## config.mk

```make
export PLATFORM = sky130hd
export DESIGN_NAME = uart_tx_fifo_flat
export DESIGN_NICKNAME = d
export VERILOG_FILES = /design/src/rtl/uart_tx_fifo_pkg.sv /design/src/rtl/uart_tx_fifo_if.sv /design/src/rtl/uart_sync_fifo.sv /design/src/rtl/uart_tx_fifo.sv /design/src/flat_wrapper.sv
export SDC_FILE = /design/constraint.sdc
export NUM_CORES = 1
export LEC_CHECK = 0
export CORE_AREA = 2 2 124 126
export DETAILED_ROUTE_END_ITERATION = 8
export DIE_AREA = 0 0 126 128
export PLACE_DENSITY = 0.64
export SYNTH_ARGS = -nofsm -noshare
export SYNTH_HDL_FRONTEND = slang
export SYNTH_SLANG_ARGS = --single-unit
```

## constraint.sdc

```tcl
create_clock -name clk -period 6.8 [get_ports clk]
set_input_delay 0.68 -clock clk [delete_from_list [all_inputs] [get_ports clk]]
set_output_delay 0.68 -clock clk [all_outputs]
set_load 0.005 [all_outputs]
```

## src/rtl/uart_tx_fifo_pkg.sv

```systemverilog
// rtl/uart_tx_fifo_pkg.sv - shared UART constants and FSM state encodings
package uart_tx_fifo_pkg;

  typedef logic [1:0] uart_state_t;

  localparam uart_state_t ST_IDLE  = 2'd0;
  localparam uart_state_t ST_START = 2'd1;
  localparam uart_state_t ST_DATA  = 2'd2;
  localparam uart_state_t ST_STOP  = 2'd3;

  localparam int UART_DATA_BITS   = 8;
  // 100 MHz / 115200 baud; shared with the receive side
  localparam int UART_DEFAULT_DIV = 868;

endpackage

```

## src/rtl/uart_tx_fifo_if.sv

```systemverilog
// rtl/uart_tx_fifo_if.sv - write/clear controls and line/status outputs of the UART transmitter
interface uart_tx_fifo_if
  import uart_tx_fifo_pkg::*;
#(
  parameter int DEPTH = 16
) ();

  localparam int LW = $clog2(DEPTH) + 1;

  logic                      clr;
  logic                      tx_write;
  logic [UART_DATA_BITS-1:0] tx_data;
  logic                      txd;
  logic                      tx_busy;
  logic                      tx_empty;
  logic                      tx_full;
  logic [LW-1:0]             tx_level;
  logic                      tx_overflow;

  modport master (
    output clr, tx_write, tx_data,
    input  txd, tx_busy, tx_empty, tx_full, tx_level, tx_overflow
  );

  modport slave (
    input  clr, tx_write, tx_data,
    output txd, tx_busy, tx_empty, tx_full, tx_level, tx_overflow
  );

endinterface

```

## src/rtl/uart_sync_fifo.sv

```systemverilog
// rtl/uart_sync_fifo.sv - synchronous first-word-fall-through FIFO with occupancy count
module uart_sync_fifo #(
  parameter int WIDTH = 8,
  parameter int DEPTH = 16
) (
  input  logic                   clk,
  input  logic                   rst,
  input  logic                   clr,
  input  logic                   push,
  input  logic                   pop,
  input  logic [WIDTH-1:0]       din,
  output logic [WIDTH-1:0]       dout,
  output logic                   empty,
  output logic                   full,
  output logic [$clog2(DEPTH):0] level
);

  localparam int AW = $clog2(DEPTH);
  localparam logic [AW:0] LEVEL_FULL = (AW + 1)'(DEPTH);

  logic [WIDTH-1:0] mem [DEPTH];
  logic [AW-1:0]    wr_ptr;
  logic [AW-1:0]    rd_ptr;
  logic [AW:0]      count;
  logic             do_push;
  logic             do_pop;

  // full/empty come from the registered count, so a write at full is dropped even if a pop happens that edge
  assign do_push = push && !full && !clr;
  assign do_pop  = pop && !empty && !clr;

  assign empty = (count == '0);
  assign full  = (count == LEVEL_FULL);
  assign level = count;
  assign dout  = mem[rd_ptr];

  always_ff @(posedge clk or posedge rst) begin
    if (rst) begin
      wr_ptr <= '0;
      rd_ptr <= '0;
      count  <= '0;
    end else if (clr) begin
      wr_ptr <= '0;
      rd_ptr <= '0;
      count  <= '0;
    end else begin
      if (do_push) wr_ptr <= wr_ptr + 1'b1;
      if (do_pop)  rd_ptr <= rd_ptr + 1'b1;
      case ({do_push, do_pop})
        2'b10:   count <= count + 1'b1;
        2'b01:   count <= count - 1'b1;
        default: count <= count;
      endcase
    end
  end

  always_ff @(posedge clk) begin
    if (do_push) mem[wr_ptr] <= din;
  end

endmodule

```

## src/rtl/uart_tx_fifo.sv

```systemverilog
// rtl/uart_tx_fifo.sv - buffered UART transmitter producing 8N1/8N2 frames on txd
module uart_tx_fifo
  import uart_tx_fifo_pkg::*;
#(
  parameter int CLK_DIV   = UART_DEFAULT_DIV,
  parameter int DEPTH     = 16,
  parameter int STOP_BITS = 1
) (
  input  logic             clk,
  input  logic             rst,
  uart_tx_fifo_if.slave    bus
);

  localparam int CW = (CLK_DIV > 1) ? $clog2(CLK_DIV) : 1;
  localparam int LW = $clog2(DEPTH) + 1;
  localparam logic [CW-1:0] BAUD_LAST = CW'(CLK_DIV - 1);
  localparam logic [2:0]    BIT_LAST  = 3'(UART_DATA_BITS - 1);
  localparam logic          STOP_LAST = (STOP_BITS == 2);

  uart_state_t               state;
  logic [CW-1:0]             baud_cnt;
  logic [2:0]                bit_idx;
  logic                      stop_idx;
  logic [UART_DATA_BITS-1:0] shift;
  logic                      txd_q;
  logic                      overflow_q;

  logic [UART_DATA_BITS-1:0] fifo_dout;
  logic                      fifo_empty;
  logic                      fifo_full;
  logic [LW-1:0]             fifo_level;
  logic                      fifo_pop;
  logic                      baud_last;
  logic                      frame_end;

  assign baud_last = (baud_cnt == BAUD_LAST);
  assign frame_end = (state == ST_STOP) && baud_last && (stop_idx == STOP_LAST);
  // Pop on the same edge the FSM loads the shift register: from IDLE, or at the last stop-bit boundary
  assign fifo_pop  = !bus.clr && !fifo_empty && ((state == ST_IDLE) || frame_end);

  uart_sync_fifo #(
    .WIDTH (UART_DATA_BITS),
    .DEPTH (DEPTH)
  ) u_fifo (
    .clk   (clk),
    .rst   (rst),
    .clr   (bus.clr),
    .push  (bus.tx_write),
    .pop   (fifo_pop),
    .din   (bus.tx_data),
    .dout  (fifo_dout),
    .empty (fifo_empty),
    .full  (fifo_full),
    .level (fifo_level)
  );

  always_ff @(posedge clk or posedge rst) begin
    if (rst) begin
      state      <= ST_IDLE;
      baud_cnt   <= '0;
      bit_idx    <= '0;
      stop_idx   <= 1'b0;
      shift      <= '0;
      txd_q      <= 1'b1;
      overflow_q <= 1'b0;
    end else if (bus.clr) begin
      state      <= ST_IDLE;
      baud_cnt   <= '0;
      bit_idx    <= '0;
      stop_idx   <= 1'b0;
      shift      <= '0;
      txd_q      <= 1'b1;
      overflow_q <= 1'b0;
    end else begin
      if (bus.tx_write && fifo_full) overflow_q <= 1'b1;

      case (state)
        ST_IDLE: begin
          baud_cnt <= '0;
          if (!fifo_empty) begin
            shift <= fifo_dout;
            state <= ST_START;
            txd_q <= 1'b0;
          end
        end

        ST_START: begin
          if (baud_last) begin
            baud_cnt <= '0;
            bit_idx  <= '0;
            state    <= ST_DATA;
            txd_q    <= shift[0];
          end else begin
            baud_cnt <= baud_cnt + 1'b1;
          end
        end

        ST_DATA: begin
          if (baud_last) begin
            baud_cnt <= '0;
            if (bit_idx == BIT_LAST) begin
              stop_idx <= 1'b0;
              state    <= ST_STOP;
              txd_q    <= 1'b1;
            end else begin
              // txd is loaded with the bit that will sit in shift[0] after this shift
              shift   <= shift >> 1;
              bit_idx <= bit_idx + 1'b1;
              txd_q   <= shift[1];
            end
          end else begin
            baud_cnt <= baud_cnt + 1'b1;
          end
        end

        ST_STOP: begin
          if (baud_last) begin
            baud_cnt <= '0;
            if (stop_idx == STOP_LAST) begin
              if (!fifo_empty) begin
                shift <= fifo_dout;
                state <= ST_START;
                txd_q <= 1'b0;
              end else begin
                state <= ST_IDLE;
              end
            end else begin
              stop_idx <= 1'b1;
            end
          end else begin
            baud_cnt <= baud_cnt + 1'b1;
          end
        end

        default: state <= ST_IDLE;
      endcase
    end
  end

  assign bus.txd         = txd_q;
  assign bus.tx_busy     = (state != ST_IDLE);
  assign bus.tx_empty    = fifo_empty;
  assign bus.tx_full     = fifo_full;
  assign bus.tx_level    = fifo_level;
  assign bus.tx_overflow = overflow_q;

endmodule
```

## src/flat_wrapper.sv

```systemverilog
// flat-port wrapper written by rule: the top's interface ports become plain ports
module uart_tx_fifo_flat import uart_tx_fifo_pkg::*;
#(
  parameter int CLK_DIV   = UART_DEFAULT_DIV,
  parameter int DEPTH     = 16,
  parameter int STOP_BITS = 1
)
  (clk, rst, bus_clr, bus_tx_write, bus_tx_data, bus_txd, bus_tx_busy, bus_tx_empty, bus_tx_full, bus_tx_level, bus_tx_overflow);
  uart_tx_fifo_if #(.DEPTH(DEPTH)) bus_i ();
  input  logic clk;
  input  logic rst;
  input wire logic [$bits(bus_i.clr)-1:0] bus_clr;
  input wire logic [$bits(bus_i.tx_write)-1:0] bus_tx_write;
  input wire logic [$bits(bus_i.tx_data)-1:0] bus_tx_data;
  output wire logic [$bits(bus_i.txd)-1:0] bus_txd;
  output wire logic [$bits(bus_i.tx_busy)-1:0] bus_tx_busy;
  output wire logic [$bits(bus_i.tx_empty)-1:0] bus_tx_empty;
  output wire logic [$bits(bus_i.tx_full)-1:0] bus_tx_full;
  output wire logic [$bits(bus_i.tx_level)-1:0] bus_tx_level;
  output wire logic [$bits(bus_i.tx_overflow)-1:0] bus_tx_overflow;
  assign bus_i.clr = bus_clr;
  assign bus_i.tx_write = bus_tx_write;
  assign bus_i.tx_data = bus_tx_data;
  assign bus_txd = bus_i.txd;
  assign bus_tx_busy = bus_i.tx_busy;
  assign bus_tx_empty = bus_i.tx_empty;
  assign bus_tx_full = bus_i.tx_full;
  assign bus_tx_level = bus_i.tx_level;
  assign bus_tx_overflow = bus_i.tx_overflow;
  uart_tx_fifo #(.CLK_DIV(CLK_DIV), .DEPTH(DEPTH), .STOP_BITS(STOP_BITS)) u_core (.clk(clk), .rst(rst), .bus(bus_i));
endmodule
```

==> impl_summary.log, run 1 <==
[metrics] run status: finished clean
[metrics] count of distinct cell types in the synthesized netlist: 60
[metrics] number of detailed-route iterations in the first pass: 5
[metrics] net switching share of the total power: about a third
[metrics] adder and majority gate portion of the synthesized area: under 10%
[metrics] fin crit share: between 40% and 50%
[metrics] count of flip-flops with a built-in enable after synthesis: 128
[metrics] routed wire length per instance: around 21 um
[metrics] Comb power frac: roughly a quarter
[metrics] Worst Setup SP: u_core.u_fifo.level[1]
[metrics] shortest clock period the worst path allows after layout: between 3000 and 4000 ps
[metrics] synthesis-to-finish area growth: 14.0%
[metrics] dominant synthesized flop cell: sky130_fd_sc_hd__edfxtp_1
[metrics] number of antenna violations at the first check in global routing: 0
[metrics] sequential-to-total area share from yosys stat: between 60 and 70%
[metrics] final net count: between 500 and 600
[metrics] Worst Path Required: 7100 ps
[metrics] DIE HEIGHT: between 100 and 150 um
[metrics] reg-to-reg critical path endpoint: u_core.u_fifo.level[4]
[metrics] TritonCTS sink count: ~170
[metrics] most frequent cell after synthesis: sky130_fd_sc_hd__edfxtp_1
[metrics] leading post-synthesis cells by cell area: sky130_fd_sc_hd__edfxtp_1 (53%), sky130_fd_sc_hd__dfrtp_1 (13%), sky130_fd_sc_hd__mux4_2 (7.2%)
[metrics] number of hold-slack violations in the final timing report: 0
[metrics] via count: 4,147
[metrics] mux cell area share after synthesis: 10.5%
[metrics] Setup Skew: between 10 and 15 ps
[metrics] number of setup buffers added after CTS: 0
[metrics] combined area of all synthesized cells: between 7000 and 8000 um^2
[metrics] class of the most critical setup path: reg -> reg
[metrics] count of pins on the block boundary: 22
[metrics] pin count of the biggest net entering global routing: 46
[metrics] data arrival time of the worst path: 3490 ps
[metrics] power share of the clock group: ~33%
[metrics] remaining antenna violation count after routing: 0
[metrics] initial drt markers: ~340
[metrics] Net Sw Power: 958 uW
[metrics] Max Fanout on Critical Path: 8
[metrics] biggest area consumer among synthesized cells: sky130_fd_sc_hd__edfxtp_1
[metrics] post-synthesis net count: just over 500
[metrics] Finish-stage setup viols: 0
[metrics] worst r2r path cells: 9
[metrics] Max Fclk: between 300 and 400 MHz
[metrics] global-route wire length before repair: between 20,000 and 25,000 um
[metrics] start of the worst register-to-register path: u_core.u_fifo.level[1]
[metrics] filler instances: roughly 1,200
[metrics] total power per unit cell area: between 300 and 400 nW/um^2
[metrics] clock tree from TritonCTS: built
[metrics] ranking of synthesized cells by instance count: sky130_fd_sc_hd__edfxtp_1 (128), sky130_fd_sc_hd__nor2_1 (38), sky130_fd_sc_hd__dfrtp_1 (37)
[metrics] Worst Setup Start Kind: flop
[metrics] buffers from clock root to sink, at most: 2
[metrics] DRC Markers: 0
[metrics] max cap viols: 0
[metrics] number of gates given a new drive strength after cts: 0
[metrics] per-cell via count in the routed design: 5.89
[metrics] worst setup path endpoint: u_core.u_fifo.level[4]
[metrics] relative slew slack: 43.6%
[metrics] layout cells sized above 1: approximately 14%
[metrics] total routed wirelength: approximately 15,000 um
[metrics] post-synthesis simple-gate area fraction: under 10%
[metrics] Placed Instance Area: roughly 7600 um^2
[metrics] row count: 45
[metrics] compound-gate portion of the synthesized area: under 10%
[metrics] Tightest Hold Check Type: reg -> reg
[metrics] Final GP Congestion: around 0.85
[metrics] total of flip-flops plus latches after synthesis: 166
[metrics] insertion delay of the later-clocked pin in the worst-skew pair: 440 ps
[metrics] proportion of synthesized flip-flops having asynchronous set or reset: 22.9%
[metrics] xor and xnor fraction of the mapped netlist area: about 2.2%
[metrics] chip width: 126 um
[metrics] number of global-route vias before repair: 4,293
[metrics] Critical Path Sink Type: flop
[metrics] Internal Pwr Total: approximately 2000 uW
[metrics] Congestion Overflow GR: 0
[metrics] Core Footprint: about 15,000 um^2
[metrics] H-tree depth: 4
[metrics] design area: between 8000 and 9000 um^2
[metrics] Design Power: about 3000 uW
[metrics] dominant combinational cell family by area after synthesis: multiplexers
[metrics] instance count of the mapped netlist: about 480
[metrics] Worst R2R Setup Slack: approximately 3600 ps
[metrics] Max IR drop VDD: between 0.3 and 0.4 mV
[metrics] antenna cells: 0
[metrics] worst slew pin tran: about 840 ps
[metrics] Yosys Warn Count: 0
[metrics] global routing usage summed across all routing layers: between 10% and 20%
[metrics] standby leakage power: roughly 0.0029 uW
[metrics] CTS Root Buffer Type: sky130_fd_sc_hd__clkbuf_16
[metrics] Buffers on Ports: 21
[metrics] Total Die Area: between 15,000 and 20,000 um^2
[metrics] portion of synthesized cell area occupied by the leading cell type: about 53%
[metrics] initial core utilization: around half
[metrics] unrepaired setup endpoints after global routing: false
[metrics] total negative setup slack: 0 ps
[metrics] max-slew violations: 0
[metrics] total CTS buffers: 17
[metrics] Final HPWL DP: 9440 um
[metrics] count of hold buffers inserted by post-cts repair: 0
[metrics] post-synthesis area per instance: between 15 and 20 um^2
[metrics] Worst-path clk slew: roughly 70 ps
[metrics] relative contribution of sequential cells to total power: approximately two fifths
-- per-stage QoR --
step	std cells	util, %	hold slack [ps]	setup slack, ps
detailed placement	672	51.3	493	3580
floorplan	476	-	455	4130
CTS	704	55.5	504	3680
finish	704	55.5	499	3610
global route	704	55.5	517	3340
global placement	672	51.3	473	3700
-- power groups by stage --
stage	Combinational [uW]	Clock, uW	Sequential [uW]
final	802	988	1220
after global routing	880	1040	1230
after CTS	810	1000	1220
after detailed placement	804	0	1240
after global placement	792	0	1230
after floorplan	576	0	1230
-- layout by cell type (no fill, tap or decap), types with 2 or more instances in the layout --
master                              n
sky130_fd_sc_hd__a21oi_1           13
sky130_fd_sc_hd__a22oi_1           14
sky130_fd_sc_hd__a31oi_1            6
sky130_fd_sc_hd__a32oi_1            3
sky130_fd_sc_hd__a41oi_1            4
sky130_fd_sc_hd__and2_1            17
sky130_fd_sc_hd__and3_1             5
sky130_fd_sc_hd__and4_1             3
sky130_fd_sc_hd__buf_4              4
sky130_fd_sc_hd__clkbuf_16         17
sky130_fd_sc_hd__clkdlybuf4s50_1   21
sky130_fd_sc_hd__clkinv_8           4
sky130_fd_sc_hd__dfrtp_1           36
sky130_fd_sc_hd__edfxtp_1         128
sky130_fd_sc_hd__ha_1              16
sky130_fd_sc_hd__inv_1             15
sky130_fd_sc_hd__inv_6              6
sky130_fd_sc_hd__inv_8              4
sky130_fd_sc_hd__mux2_1             2
sky130_fd_sc_hd__mux2i_1           22
sky130_fd_sc_hd__mux4_2            23
sky130_fd_sc_hd__nand2_1           23
sky130_fd_sc_hd__nand3_1           10
sky130_fd_sc_hd__nand3b_1           2
sky130_fd_sc_hd__nand4_1            4
sky130_fd_sc_hd__nor2_1            38
sky130_fd_sc_hd__nor2b_1            6
sky130_fd_sc_hd__nor3_1             4
sky130_fd_sc_hd__nor4_1             3
sky130_fd_sc_hd__nor4b_1            2
sky130_fd_sc_hd__o211ai_1           3
sky130_fd_sc_hd__o21ai_0            8
sky130_fd_sc_hd__o21ai_1            3
sky130_fd_sc_hd__o311ai_1           2
sky130_fd_sc_hd__or4_1              2
sky130_fd_sc_hd__xnor2_1            9
sky130_fd_sc_hd__xor2_1             7
-- state kept, by name, indices dropped and copies added (netlist names), 2 cells and up --
signal,cells
u_core.u_fifo.rd_ptr,4
u_core.u_fifo.mem,128
u_core.baud_cnt,10
u_core.bit_idx,3
u_core.shift,8
u_core.u_fifo.wr_ptr,4
u_core.u_fifo.level,5
u_core.state,2
-- how the worst min path moves through the flow --
stage / from / endpoint / slack, ps / depth (start not counted)
finish: u_core.bus.tx_overflow / u_core.bus.tx_overflow / 500 / 2
global route: u_core.baud_cnt[0] / u_core.baud_cnt[0] / 520 / 1
CTS: u_core.bus.txd / u_core.bus.txd / 500 / 2
detailed placement: u_core.bus.tx_overflow / u_core.bus.tx_overflow / 490 / 2
global placement: u_core.baud_cnt[0] / u_core.baud_cnt[0] / 470 / 1
floorplan: u_core.baud_cnt[0] / u_core.baud_cnt[0] / 460 / 1
-- final cells by class --
cell class                 count  area [um^2]  area share [%]
timing repair buffer          25          240            2.91
tap                          188          235            2.85
inverter                      16         60.1           0.728
clock buffer                  17          425            5.16
sequential                   166         4800            58.2
clock inverter                15          193            2.34
multi-input combinational    277         2300            27.9
-- routing by layer --
| metal | up-vias | wire length [um] | track usage, % |
|---|---|---|---|
| li1 | 1902 | - | - |
| met1 | 2111 | 6700 | 26.7 |
| met2 | 112 | 7390 | 32.6 |
| met3 | 22 | 558 | 4.80 |
| met4 | 0 | 261 | 6.53 |
| met5 | - | 0 | 0 |
-- worst max-delay path, cell delays in order (launching register included) --
cell                       delay (ps)
sky130_fd_sc_hd__dfrtp_1          430
sky130_fd_sc_hd__or4_1            570
sky130_fd_sc_hd__o21ai_1          500
sky130_fd_sc_hd__nand3_1          210
sky130_fd_sc_hd__fa_1             430
sky130_fd_sc_hd__nor2b_1          220
sky130_fd_sc_hd__o21ai_0          180
sky130_fd_sc_hd__and4_1           240
sky130_fd_sc_hd__o21ai_0          170
sky130_fd_sc_hd__o311ai_1         120
-- logic make-up (layout without fill, tap and decap cells) --
logic type	count (synthesis)	in the layout
mux	47	47
xor+xnor	17	17
fa+ha+maj	17	17
compound gates	65	65
buf+inv	33	73
simple gates	131	131
flops	166	166
(Power assumes the default switching activity.)
==> run 2: changes to the inputs <==
==> constraint.sdc (replaced) <==
create_clock -name clk -period 3.2 [get_ports clk]
set_input_delay 0.32 -clock clk [delete_from_list [all_inputs] [get_ports clk]]
set_output_delay 0.32 -clock clk [all_outputs]
set_load 0.005 [all_outputs]
==> run 2 against run 1 <==
  * Final area increased by 0.59%
  * Global-route usage about the same
  * Count of clock-buffer cells in the layout unchanged
  * Highest routed layer unchanged
==> impl_summary.log, run 2 (same netlist as run 1, synthesis figures left out) <==
[metrics] max FFs per register: 128 (unchanged)
[metrics] total negative setup slack: 0 ps (unchanged)
[metrics] power share of the clock group: 32.3% (was 32.9%)
[metrics] Worst-path clk slew: 70 ps (about the same)
[metrics] start of the worst register-to-register path: u_core.baud_cnt[2] (was u_core.u_fifo.level[1])
[metrics] most common cell after layout, fill and taps aside: sky130_fd_sc_hd__edfxtp_1 (unchanged)
[metrics] row count: 45 (unchanged)
[metrics] Worst Path Required: 3490 ps (was 7100 ps)
[metrics] Net Sw Power: 1930 uW (was 958 uW)
[metrics] Worst R2R Setup Slack: 220 ps (was 3610 ps)
[metrics] design area: 8300 um^2 (was 8250 um^2)
[metrics] count of hold buffers inserted by post-cts repair: 0 (unchanged)
[metrics] pin count of the biggest net entering global routing: 26 (was 46)
[metrics] number of gates given a new drive strength after cts: 0 (unchanged)
[metrics] DRC Markers: 0 (unchanged)
[metrics] longest individual stage delay on the worst path: 460 ps (was 570 ps)
[metrics] Max Fclk: 336 MHz (was 313 MHz)
[metrics] worst-case setup slack after placement: 300 ps (was 3580 ps)
[metrics] antenna cells: 0 (unchanged)
[metrics] Final GP Congestion: 0.864 (was 0.847)
[metrics] most frequent cells in the layout: sky130_fd_sc_hd__edfxtp_1 (128), sky130_fd_sc_hd__nor2_1 (38), sky130_fd_sc_hd__dfrtp_1 (36) (unchanged)
[metrics] number of hold-slack violations in the final timing report: 0 (unchanged)
[metrics] CP max stage cell: sky130_fd_sc_hd__nor4b_1 (was sky130_fd_sc_hd__or4_1)
[metrics] data arrival time of the worst path: 3270 ps (was 3490 ps)
[metrics] worst r2r path cells: 11 (was 9)
[metrics] Worst Setup Start Kind: flop (unchanged)
[metrics] Critical Path Sink Type: flop (unchanged)
[metrics] DIE HEIGHT: 128 um (unchanged)
[metrics] Max IR drop VDD: 0.583 mV (was 0.334 mV)
[metrics] class of the most critical setup path: reg -> reg (unchanged)
[metrics] Buffers on Ports: 21 (unchanged)
[metrics] relative slew slack: 47.3% (was 43.6%)
[metrics] initial drt markers: 317 (was 337)
[metrics] reg-to-reg critical path endpoint: u_core.u_fifo.level[4] (unchanged)
[metrics] total routed wirelength: 15,000 um (was 14,900 um)
[metrics] count of pins on the block boundary: 22 (unchanged)
[metrics] H-tree depth: 4 (unchanged)
[metrics] insertion delay of the later-clocked pin in the worst-skew pair: 420 ps (was 440 ps)
[metrics] largest reg by FF count: u_core.u_fifo.mem (unchanged)
[metrics] Tightest Hold Check Type: in -> async (was reg -> reg)
[metrics] Placed Instance Area: 7700 um^2 (was 7630 um^2)
[metrics] layout cells sized above 1: 15.5% (was 14.3%)
[metrics] routed wire length per instance: 21.0 um (was 21.2 um)
[metrics] final net count: 541 (was 532)
[metrics] Congestion Overflow GR: 0 (unchanged)
[metrics] global-route wire length before repair: 23,900 um (about the same)
[metrics] number of antenna violations at the first check in global routing: 0 (unchanged)
[metrics] total CTS buffers: 17 (unchanged)
[metrics] Design Power: 6420 uW (was 3010 uW)
[metrics] number of setup buffers added after CTS: 0 (unchanged)
[metrics] initial core utilization: 48.7% (unchanged)
[metrics] global routing usage summed across all routing layers: 20.0% (about the same)
[metrics] smallest setup slack after layout: 224 ps (was 3610 ps)
[metrics] Comb power frac: 26.4% (was 26.7%)
[metrics] via count: 4,156 (was 4,147)
[metrics] Final HPWL DP: 10,100 um (was 9440 um)
[metrics] relative contribution of sequential cells to total power: 41.3% (was 40.5%)
[metrics] Max Fanout on Critical Path: 7 (was 8)
[metrics] per-cell via count in the routed design: 5.84 (was 5.89)
[metrics] shortest clock period the worst path allows after layout: 2980 ps (was 3190 ps)
[metrics] cell-by-cell trace of the critical path: nor4b_1 > a31oi_1 > nor2_4 > nand3_1 > inv_1 > ha_1 > nor2b_1 > o21ai_0 > a31oi_1 > o21ai_0 > o311ai_1 (was or4_1 > o21ai_1 > nand3_1 > fa_1 > nor2b_1 > o21ai_0 > and4_1 > o21ai_0 > o311ai_1)
[metrics] buffers from clock root to sink, at most: 2 (unchanged)
[metrics] unrepaired setup endpoints after global routing: false (unchanged)
[metrics] run status: finished clean (unchanged)
[metrics] standby leakage power: 0.00293 uW (was 0.00290 uW)
[metrics] remaining antenna violation count after routing: 0 (unchanged)
[metrics] Core Footprint: 14,900 um^2 (unchanged)
[metrics] number of detailed-route iterations in the first pass: 4 (was 5)
[metrics] CTS Root Buffer Type: sky130_fd_sc_hd__clkbuf_16 (unchanged)
[metrics] number of global-route vias before repair: 4,277 (was 4,293)
[metrics] total power per unit cell area: 774 nW/um^2 (was 365 nW/um^2)
[metrics] worst slew pin tran: 783 ps (was 838 ps)
[metrics] Setup Skew: 7.08 ps (was 12.5 ps)
[metrics] fin crit share: 93.0% (was 47.0%)
[metrics] Finish-stage setup viols: 0 (unchanged)
[metrics] clock tree from TritonCTS: built (unchanged)
[metrics] max cap viols: 0 (unchanged)
[metrics] synthesis-to-finish area growth: 14.7% (was 14.0%)
[metrics] TritonCTS sink count: 166 (unchanged)
[metrics] chip width: 126 um (unchanged)
[metrics] Top Registers: u_core.u_fifo.mem (128), u_core.baud_cnt (10), u_core.shift (8) (unchanged)
[metrics] net switching share of the total power: 30.0% (was 31.8%)
[metrics] max-slew violations: 0 (unchanged)
[metrics] Total Die Area: 16,100 um^2 (unchanged)
[metrics] Internal Pwr Total: 4500 uW (was 2050 uW)
run 2: how the worst max path moves through the flow:
stage	from	end	slack, ps
after floorplan	u_core.u_fifo.level[1]	u_core.u_fifo.level[4]	530
after global placement	u_core.baud_cnt[4]	u_core.u_fifo.level[4]	430
after detailed placement	u_core.state[1]	u_core.u_fifo.level[4]	300
after CTS	u_core.baud_cnt[2]	u_core.u_fifo.level[4]	310
after global routing	u_core.baud_cnt[2]	u_core.u_fifo.level[4]	20
final	u_core.baud_cnt[2]	u_core.u_fifo.level[4]	220
run 2: worst max-delay path, delay by kind of cell (launching register included):
kind / cells / cell delay, ps
flip-flops: 1 / 440
AND/OR/NAND/NOR: 4 / 1030
AO/OA/AOI/OAI: 5 / 980
buffers and inverters: 1 / 130
adder cells (fa/ha/maj): 1 / 270
run 2: power groups by stage:
stage | logic (uW) | registers [uW] | clock network (uW)
5_1_grt | 1860 | 2680 | 2200
3_3_place_gp | 1660 | 2690 | 0
2_1_floorplan | 1220 | 2610 | 0
6_report | 1690 | 2650 | 2080
3_5_place_dp | 1690 | 2700 | 0
4_1_cts | 1700 | 2660 | 2110
run 2: layout make-up:
| type | count | area (um^2) |
|---|---|---|
| well taps | 188 | 235 |
| fillers | 1189 | 6570 |
| inverters | 16 | 60.1 |
| clock inverters | 14 | 174 |
| repair buffers | 34 | 308 |
| flip-flops and latches | 166 | 4800 |
| multi-input cells | 277 | 2300 |
| clock buffers | 17 | 425 |
run 2: per-layer routing:
layer / routed length, um / up-vias / GRT usage, %
met5: 0 / - / 0
met4: 330 / 0 / 7.43
met1: 6680 / 2112 / 27.1
li1: - / 1911 / -
met2: 7360 / 110 / 32.1
met3: 609 / 23 / 4.38
run 2: metrics by stage:
step	utilization, %	hold slack (ps)	instances
3_5_place_dp	51.8	491	681
6_report	55.8	158	712
4_1_cts	55.8	156	712
5_1_grt	55.8	181	712
2_1_floorplan	-	419	476
3_3_place_gp	51.8	471	681
==> run 3: changes to the inputs <==
--- a/config.mk
+++ b/config.mk
@@ -9,6 +9,7 @@
 export DETAILED_ROUTE_END_ITERATION = 8
 export DIE_AREA = 0 0 126 128
 export PLACE_DENSITY = 0.64
+export SLEW_MARGIN = 20
 export SYNTH_ARGS = -nofsm -noshare
 export SYNTH_HDL_FRONTEND = slang
 export SYNTH_SLANG_ARGS = --single-unit
==> results of run 3 <==
Final layout, timing and power as in run 2 (identical DEF).
